<file path="src/rtl/game_input_ctrl.sv">
// Game front-panel controller: synchronises and debounces three raw buttons and runs the IDLE/RUN/PAUSE/OVER FSM.
// Latency: raw press to event is 2 cycles + DEBOUNCE_CNT ticks + 1 cycle, then outputs 1 cycle later; no backpressure.
`timescale 1ns/1ps
module game_input_ctrl #(
   parameter int DEBOUNCE_CNT = 4
) (
   input  logic       clk_in,
   input  logic       clr_n,
   input  logic       sample_tick,
   input  logic       btn_start,
   input  logic       btn_reset,
   input  logic       btn_fire,
   input  logic       game_over,
   output logic       play,
   output logic       clr,
   output logic       fire_pulse,
   output logic [1:0] state
);

   typedef enum logic [1:0] {
      IDLE  = 2'd0,
      RUN   = 2'd1,
      PAUSE = 2'd2,
      OVER  = 2'd3
   } state_t;

   localparam int         NB       = 3;
   localparam int         B_START  = 0;
   localparam int         B_RESET  = 1;
   localparam int         B_FIRE   = 2;
   localparam logic [3:0] DB_LIMIT = 4'(DEBOUNCE_CNT);

   logic [NB-1:0] raw;
   logic [NB-1:0] sync1_q;
   logic [NB-1:0] sync2_q;
   logic [NB-1:0] db_q;
   logic [NB-1:0] db_d;
   logic [NB-1:0] db_prev_q;
   logic [NB-1:0] press;
   logic [3:0]    cnt_q [NB];
   logic [3:0]    cnt_d [NB];

   state_t state_q;
   state_t state_d;
   logic   play_q;
   logic   play_d;
   logic   clr_q;
   logic   clr_d;
   logic   fire_q;
   logic   fire_d;

   assign raw = {btn_fire, btn_reset, btn_start};

   always_ff @(posedge clk_in or negedge clr_n) begin
      if (!clr_n) begin
         sync1_q <= '0;
         sync2_q <= '0;
      end else begin
         sync1_q <= raw;
         sync2_q <= sync1_q;
      end
   end

   // The counter measures consecutive ticks of disagreement; any agreeing tick restarts it.
   always_comb begin
      db_d  = db_q;
      cnt_d = cnt_q;
      for (int i = 0; i < NB; i++) begin
         if (sample_tick) begin
            if (sync2_q[i] == db_q[i]) begin
               cnt_d[i] = '0;
            end else if (cnt_q[i] + 4'd1 == DB_LIMIT) begin
               db_d[i]  = ~db_q[i];
               cnt_d[i] = '0;
            end else begin
               cnt_d[i] = cnt_q[i] + 4'd1;
            end
         end
      end
   end

   always_ff @(posedge clk_in or negedge clr_n) begin
      if (!clr_n) begin
         db_q      <= '0;
         db_prev_q <= '0;
         cnt_q     <= '{default: '0};
      end else begin
         db_q      <= db_d;
         db_prev_q <= db_q;
         cnt_q     <= cnt_d;
      end
   end

   assign press = db_q & ~db_prev_q;

   // Reset outranks game_over, which outranks start; a start coincident with reset is lost.
   always_comb begin
      state_d = state_q;
      clr_d   = 1'b0;
      fire_d  = press[B_FIRE] && (state_q == RUN);
      if (press[B_RESET]) begin
         state_d = IDLE;
         clr_d   = 1'b1;
      end else if ((state_q == RUN) && game_over) begin
         state_d = OVER;
      end else if (press[B_START]) begin
         case (state_q)
            IDLE:    state_d = RUN;
            RUN:     state_d = PAUSE;
            PAUSE:   state_d = RUN;
            default: begin
               state_d = IDLE;
               clr_d   = 1'b1;
            end
         endcase
      end
      play_d = (state_d == RUN);
   end

   always_ff @(posedge clk_in or negedge clr_n) begin
      if (!clr_n) begin
         state_q <= IDLE;
         play_q  <= 1'b0;
         clr_q   <= 1'b0;
         fire_q  <= 1'b0;
      end else begin
         state_q <= state_d;
         play_q  <= play_d;
         clr_q   <= clr_d;
         fire_q  <= fire_d;
      end
   end

   assign state      = state_q;
   assign play       = play_q;
   assign clr        = clr_q;
   assign fire_pulse = fire_q;

endmodule

</file>
<file path="config.mk">
export PLATFORM = sky130hd
export DESIGN_NAME = game_input_ctrl
export DESIGN_NICKNAME = d
export VERILOG_FILES = /design/src/rtl/game_input_ctrl.sv
export SDC_FILE = /design/constraint.sdc
export NUM_CORES = 1
export LEC_CHECK = 0
export CORE_MARGIN = 2
export CORE_UTILIZATION = 59
export DETAILED_ROUTE_END_ITERATION = 12
export PLACE_DENSITY = 0.8
export SYNTH_ARGS = -nofsm -noshare
export SYNTH_HDL_FRONTEND = slang
export SYNTH_SLANG_ARGS = --single-unit
</file>
<file path="constraint.sdc">
create_clock -name clk_in -period 3 [get_ports clk_in]
set_clock_uncertainty 0.2 [all_clocks]
set_input_delay 0.6 -clock clk_in [delete_from_list [all_inputs] [get_ports clk_in]]
set_output_delay 0.6 -clock clk_in [all_outputs]
set_load 0.1 [all_outputs]
</file>
# --- Word level (Yosys, flattened, before mapping) ---
# Cells that the tools add are included.
word_totals:
  regBits: 29
  input_bits: 7
  output_inout_bits: 5
  word_cells: 55
op_classes:
  n_addsub: 3
  eq_ne: 9
  muxes: 14
  bitwise: 8
  n_reduce_logical: 8
ops:
  columns: ["cell", "count"]
  rows:
  - ["$mux 4", 6]
  - ["$add 4x1->4 const B", 3]
  - ["$eq 4x3->1 const B", 3]
  - ["$reduce_and 3->1", 3]
  - ["$mux 2", 3]
  - ["$not 1->1", 6]
  - ["$eq 2x1->1 const B", 2]
  - ["$mux 1", 4]
  - ["$pmux 2 s2", 1]
  - ["$and 3x3->3", 1]
  - ["$eq 1x1->1", 3]
  - ["$not 3->3", 1]
  - ["$reduce_or 3->1", 1]
  - ["$eq 2x2->1 const B", 1]
  - ["$logic_and 1x1->1", 2]
  - ["$logic_not 2->1", 1]
  - ["$reduce_or 2->1", 1]

# --- Depth between registers and ports, before layout ---
depth:
  depth_word: 7
  depth_mapped: 4
  ltp_nobuf: 4

# --- Least setup slack after synthesis ---
# Ideal clock, no wire load.
synth_timing:
  path_kind: "reg-to-reg"
  start: "reg state_q[0] (netlist: state[0])"
  end: "reg play_q (netlist: play)"
  setup_time_ps: 73
  t_arrival_ps: 1686
  required_time_ps: 2727
  setup_slack_ps: 1041
  path_stages_with_launch: 4
  path_cell_list: "dfrtp_1 and2b_2 or3b_1 a21oi_2"
synth_via:
  elab_chain_len: 7
  word_cells_on_any_way: 10
synth_lines:
  columns: ["item", "line_no", "source"]
  rows:
  - ["from (decl)", "43", "state_t state_q;"]
  - ["from (signal assigned)", "127", "state_q <= state_d;"]
  - ["$eq 2x2->1 or $logic_not 2->1 (tied branches)", "107", "case (state_q)"]
  - ["$reduce_or 2->1 (no source line)", null, null]
  - ["$pmux 2 s2", "107", null]
  - ["$mux 2", "106", "end else if (press[B_START]) begin"]
  - ["$mux 2 *", "104", "end else if ((state_q == RUN) && game_over) begin"]
  - ["$mux 2 *", "101", "if (press[B_RESET]) begin"]
  - ["$eq 2x1->1 *", "117", "play_d = (state_d == RUN);"]
  - ["via play_d", "46", "logic play_d;"]
  - ["to (signal assigned)", "128", "play_q <= play_d;"]
  - ["to (decl)", "45", "logic play_q;"]
# Mark *: on every way through the listed nets, which the timed path passes. The rest lies on a longest branch.
# A chain may end at the register's enable or synchronous reset.

# --- Final worst setup path ---
layout_timing:
  start: "in sample_tick"
  end: "reg db_q[1]"
layout_via:
  elab_chain_len: 1
layout_lines:
  columns: ["item", "line_no", "source"]
  rows:
  - ["from (decl)", "9", "input logic sample_tick,"]
  - ["$reduce_and 3->1 (no source line)", null, null]
  - ["to (signal assigned)", "84", "db_q <= '0;"]
  - ["to (signal assigned)", "88", "db_q <= db_d;"]
  - ["to (decl)", "36", "logic [NB-1:0] db_q;"]
# Every way passes these cells.

==> results.cfg <==
[timing]
period_needed_ns = 2.09
hold_viol = 0
rsz0062_at_grt = false
max_slew_margin = 0.634
tightest_slew_ns = 0.548
fin_ws_ns = 0.911
setup_viol = 0
hold_ws_ns = 0.161
min_period_over_period = 0.696
tns_ns = 0
slew_violations = 0
max_freq_mhz = 479

[worst_setup_path]
critPathRequiredTime_ns = 3.03
start_kind = input pin
cp_max_fo = 18
cp.arrival_ns = 2.12
critPathSlowestCell = clkdlybuf4s50_1
cp-end-kind = flop
setup.worst_path.class = input pin to flop
max_stage_delay_ns = 0.82
path_cells = clkdlybuf4s50_1 -> nor2b_1 -> and2_1 -> mux2_4

[cells_and_area]
drive_gt1_frac = 0.169
fin_nets = 140
fin_util = 0.696
stdcell_count = 158
area_growth_pct = 13.5
fin_area_sq_um = 1510
antenna_cells = 0

[synth]
ys_warn_count = 0
syn_inst = 112
synth_top_family_by_area = compound AO/OA/AOI/OAI gates
ys_seq_area_frac = 0.546
ys_async_sr_fraction = 1.00
syn_avg_cell_area_sq_um = 11.9
synthesis.area_sq_um = 1330
yosys-top-cells-area = dfrtp_1 55%, ha_1 3.8%, nor2b_1 3.8%
synth-seq-cells = 29
synth_flop_cell = dfrtp_1
synthAdderAreaFrac = 0.0376
synth_top_area_cell = dfrtp_1
synth.top_cells.by_count = 29 x dfrtp_1, 8 x nor2b_1, 6 x o21ai_0
yosysMostFrequentCell = dfrtp_1
synth_mux_area_frac = 0.0452
yosys.area_share.xor_xnor = 0.0263
yosysTopAreaCellShare = 0.546
synth_edf_count = 0
synth-simple-area-share = 0.155
synth_compound_area_frac = 0.161
syn-num-nets = 123
synth_cell_type_count = 39

[die]
fp.dieH_um = 51.5
io_pins = 12
dieArea_sq_um = 2650
die_w_um = 51.5
core_sq_um = 2170
row_count = 17
start_util = 0.613

[job]
drv_cap = 0

[detailed_routing]
drc = 0
route.vias.total = 912
dr.pass1.iters = 4
vias_per_cell = 5.77
ant_nets = 0
routed_wl_um = 2160
avgRoutedWirePerCell_um = 13.7
drt-initial-drc-count = 7

[place]
gp_congestion = 0.771
dp_slack_ns = 0.547
numPortBuffers = 11
hpwl_um = 1560
place_inst = 150
place_area_sq_um = 1450

[cts]
cts_buffer_depth = 2
path_clk_slew_ns = 0.10
clk_latency_ns = 0.34
cts_sinks = 29
cts_hold_buffers = 0
htreeDepth = 2
cts-root-buf = clkbuf_4
cts_resized = 0
cts_tree = built
numCtsBuffers = 5
post_cts_buffers = 0

[global_route]
grt_pass1_vias = 902
grt_pass1_wl_um = 3950
antenna_found_initial = 0
grt_overflow = 0
grtUsageTotal = 0.211
grt_max_degree = 30

[pwr]
powerDensity_nw_per_um2 = 930
power.total_mw = 1.40
vdd_drop_max_uv = 579
p_leak_nw = 0.708

[run_status]
status = complete, no violations

[worst_hold_path]
min_path_type = flop to flop
## report_power, final
part           internal (mW)  total [mW]  switching (mW)
combinational          0.202       0.562           0.361
sequential             0.508       0.616           0.109
clock                 0.0881       0.225           0.137
## layer usage
layer | global-route usage | share of wire
met5 | 0 | 0
met1 | 0.261 | 0.44
met3 | 0.0819 | 0.057
met2 | 0.327 | 0.48
met4 | 0.0921 | 0.020
## registers in the layout, indices dropped and copies added, names as in the netlist
| signal | flops |
|---|---|
| sync2_q | 3 |
| sync1_q | 3 |
| db_q | 3 |
| fire_pulse | 1 |
| cnt_q | 12 |
| db_prev_q | 3 |
| state | 2 |
| clr | 1 |
| play | 1 |
## worst max-delay path: cells and delay by family
family,cells,cell delay [ns]
buffers and inverters,1,0.82
AND/OR/NAND/NOR,2,0.41
multiplexers,1,0.29
## layout by cell type (no fill, tap or decap), types with 2 or more instances in the layout
cell,instances
dfrtp_1,29
nor2b_1,8
o21ai_0,6
clkdlybuf4s50_1,6
buf_4,6
inv_1,5
clkbuf_4,5
a21oi_1,4
o2bb2ai_1,4
ha_1,4
nand2b_1,3
nand2_1,3
xnor2_1,3
nand3_1,3
mux2i_1,3
o21a_1,2
nand3b_1,2
nor2_1,2
a32o_1,2
a22o_1,2
and4b_1,2
o211ai_1,2
and2_1,2
mux2_4,2
o22ai_1,2
clkinv_2,2
## cell type report
cell class	count	area [sq um]
clock buffers	5	37.5
clock inverters	3	17.5
fillers	168	661
inverters	6	22.5
multi-input cells	75	566
flip-flops and latches	29	726
well taps	28	35.0
repair buffers	12	105
## worst paths after layout
kind	start	endpoint	slack [ns]	cells after the start
worst min register to register	sync1_q[2]$_DFF_PN0_	sync2_q[2]$_DFF_PN0_	0.16	0
worst min-delay path	sync1_q[2]$_DFF_PN0_	sync2_q[2]$_DFF_PN0_	0.16	0
max in group asynchronous	clr_n	state[0]$_DFF_PN0_	1.91	2
min in group asynchronous	clr_n	db_prev_q[2]$_DFF_PN0_	0.43	2
worst max register to register	cnt_q[0]$_DFFE_PN0P_	db_q[2]$_DFFE_PN0P_	1.39	4
worst max-delay path	sample_tick	db_q[1]$_DFFE_PN0P_	0.91	4
## cells by family after synthesis
logic type	count (synthesis)
xor gates and xnor gates	4
buffers and inverters	8
and+or+nand+nor	32
DFF	29
adders and majority gates	4
muxes	5
AOI/OAI and AO/OA	30
Note: power is estimated with default switching activity, not from simulation.
==> edit: new RTL, config.mk and constraints unchanged <==
Register the output `fire_pulse` once more, without a reset; this adds one clock of latency there. The other outputs are not delayed to match.
--- a/src/rtl/game_input_ctrl.sv
+++ b/src/rtl/game_input_ctrl.sv
@@ -134,7 +134,9 @@
    assign state      = state_q;
    assign play       = play_q;
    assign clr        = clr_q;
-   assign fire_pulse = fire_q;
+   always_ff @(posedge clk_in) begin
+      fire_pulse <= fire_q;
+   end
 
 endmodule
 
Function: changed (Yosys sat finds a counterexample within 10 cycles, from zero or initial values).
==> edit against the unedited design <==
Via count decreased by 3.4%; final area decreased by 1.6%; final cell count unchanged; setup slack improved by 110 ps; synthesized cell count decreased by 0.89%; total power increased by 5.9%; synthesized area decreased by 4.9%; sequential cell count increased by 1; wire length increased by 5.1%; sequential power increased by 2%.
==> edit: results (changes against the unedited design) <==
[pwr]
ir_drop_mv = 0.623  ; was 0.579 mV
leakage_nw = 0.681  ; was 0.708 nW
power_switching_w = 0.000607  ; was 0.000606 W

[status]
status = finished, final reports clean  ; unchanged

[detailed_routing]
vias_per_cell = 5.58  ; was 5.77
wire_per_inst_microns = 14.4  ; was 13.7 microns
totalWireLength_microns = 2270  ; was 2160 microns
first_iter_violations = 19  ; was 7
dr.pass1.iters = 4  ; unchanged

[sta]
slew_violations = 0  ; unchanged
slew_headroom_pct = 76.1  ; was 63.4%

[place]
post-dp-hpwl_microns = 1530  ; was 1560 microns
portBuffers = 11  ; unchanged
place_congestion = 0.897  ; was 0.771
placed_cells = 150  ; unchanged

[yosys]
yosys-top-cells-count = dfrtp_1, nand2_1, nor2_1  ; was dfrtp_1, nor2b_1, o21ai_0
synth_cells = 111  ; was 112
ys_seq_area_share_pct = 59.0  ; was 54.6%
synth.area.top_cells = dfrtp_1, nand2_1, ha_1  ; was dfrtp_1, ha_1, nor2b_1
ys_types = 31  ; was 39
syn_nets = 122  ; was 123
synth-async-reset-ratio_pct = 96.7  ; was 100%
synth_ff_type = dfrtp_1  ; unchanged

[grt]
grt_pass1_vias = 882  ; was 902
grt_max_degree = 30  ; unchanged
grt_pass1_wl_microns = 3970  ; was 3950 microns
grt.overflow.total = 0  ; unchanged
track_usage_pct = 21.6  ; was 21.1%

[cts]
clkLatencyLatePin_ps = 320  ; was 340 ps
root_buffer = clkbuf_4  ; unchanged
numCtsBuffers = 5  ; unchanged
cts_setup_buffers = 0  ; unchanged
cts_max_path_buffers = 2  ; unchanged
path_clk_slew_ps = 100  ; about the same
ctsResizeCount = 0  ; unchanged

[final_layout]
fillers = 140  ; was 168
n_antenna_cell = 0  ; unchanged
largest_reg_flops = 12  ; unchanged
nets = 141  ; was 140
drive_gt1_share_pct = 16.0  ; was 16.9%
top_register = cnt_q  ; unchanged

[min_path]
min_path_type = reg -> reg  ; unchanged

[worst_setup_path]
endpoint = cnt_q[3]  ; was db_q[1]
timing.rr.start = cnt_q[4]  ; was cnt_q[0]
reg2reg_slack_ps = 1030  ; was 1390 ps
cp.arrival_ps = 2030  ; was 2120 ps
critPathMaxStageDelay_ps = 550  ; was 820 ps
r2r_cells = 6  ; was 4
path_max_fanout = 11  ; was 18
r2r_end = db_q[1]  ; was db_q[2]

## edit: kinds of logic after synthesis
family | synth area share (%)
simple gates | 15.1
flops | 59.0
compound gates | 14.4
buf+inv | 1.78
xor+xnor | 2.77
fa+ha+maj | 3.96
mux | 2.97
## edit: worst min-delay path by stage
stage | from | end | slack [ps] | cells after the start
after floorplan | clr_n | clr | 100 | 0
after global placement | fire_q | fire_pulse | 130 | 0
after detailed placement | sync1_q[1] | sync2_q[1] | 140 | 0
after CTS | sync1_q[2] | sync2_q[2] | 150 | 0
after global routing | sync1_q[1] | sync2_q[1] | 160 | 0
final | sync1_q[2] | sync2_q[2] | 150 | 0
## edit: area by class of cell
| cell class | count | share of cell area [%] |
|---|---|---|
| clock inverter | 3 | 2.70 |
| sequential | 30 | 50.2 |
| tap | 27 | 2.27 |
| timing repair buffer | 13 | 7.58 |
| multi-input combinational | 75 | 33.4 |
| clock buffer | 5 | 2.53 |
| inverter | 5 | 1.26 |
## edit: power by group through the flow
stage	clock network, W	registers, W	logic, W
after CTS	0.000319	0.000629	0.000545
after detailed placement	0	0.000637	0.000536
after floorplan	0	0.000789	0.000249
after global placement	0	0.000626	0.000526
after global routing	0.000335	0.000648	0.000590
final	0.000314	0.000631	0.000542
## edit: layer usage
layer | track usage [%] | vias to the layer above | wire (microns) | part of all wire [%]
li1 | - | 429 | - | -
met1 | 28.1 | 416 | 1020 | 45
met2 | 33.1 | 27 | 1090 | 48
met3 | 5.36 | 9 | 96 | 4.2
met4 | 12.2 | 0 | 62 | 2.7
met5 | 0 | - | 0 | 0
## edit: stage by stage
step / instance area [sq um] / setup slack (ps)
4_1_cts: 1490 / 1040
2_1_floorplan: 1260 / 1250
6_report: 1490 / 1030
3_3_place_gp: 1410 / 792
5_1_grt: 1490 / 885
3_5_place_dp: 1410 / 715
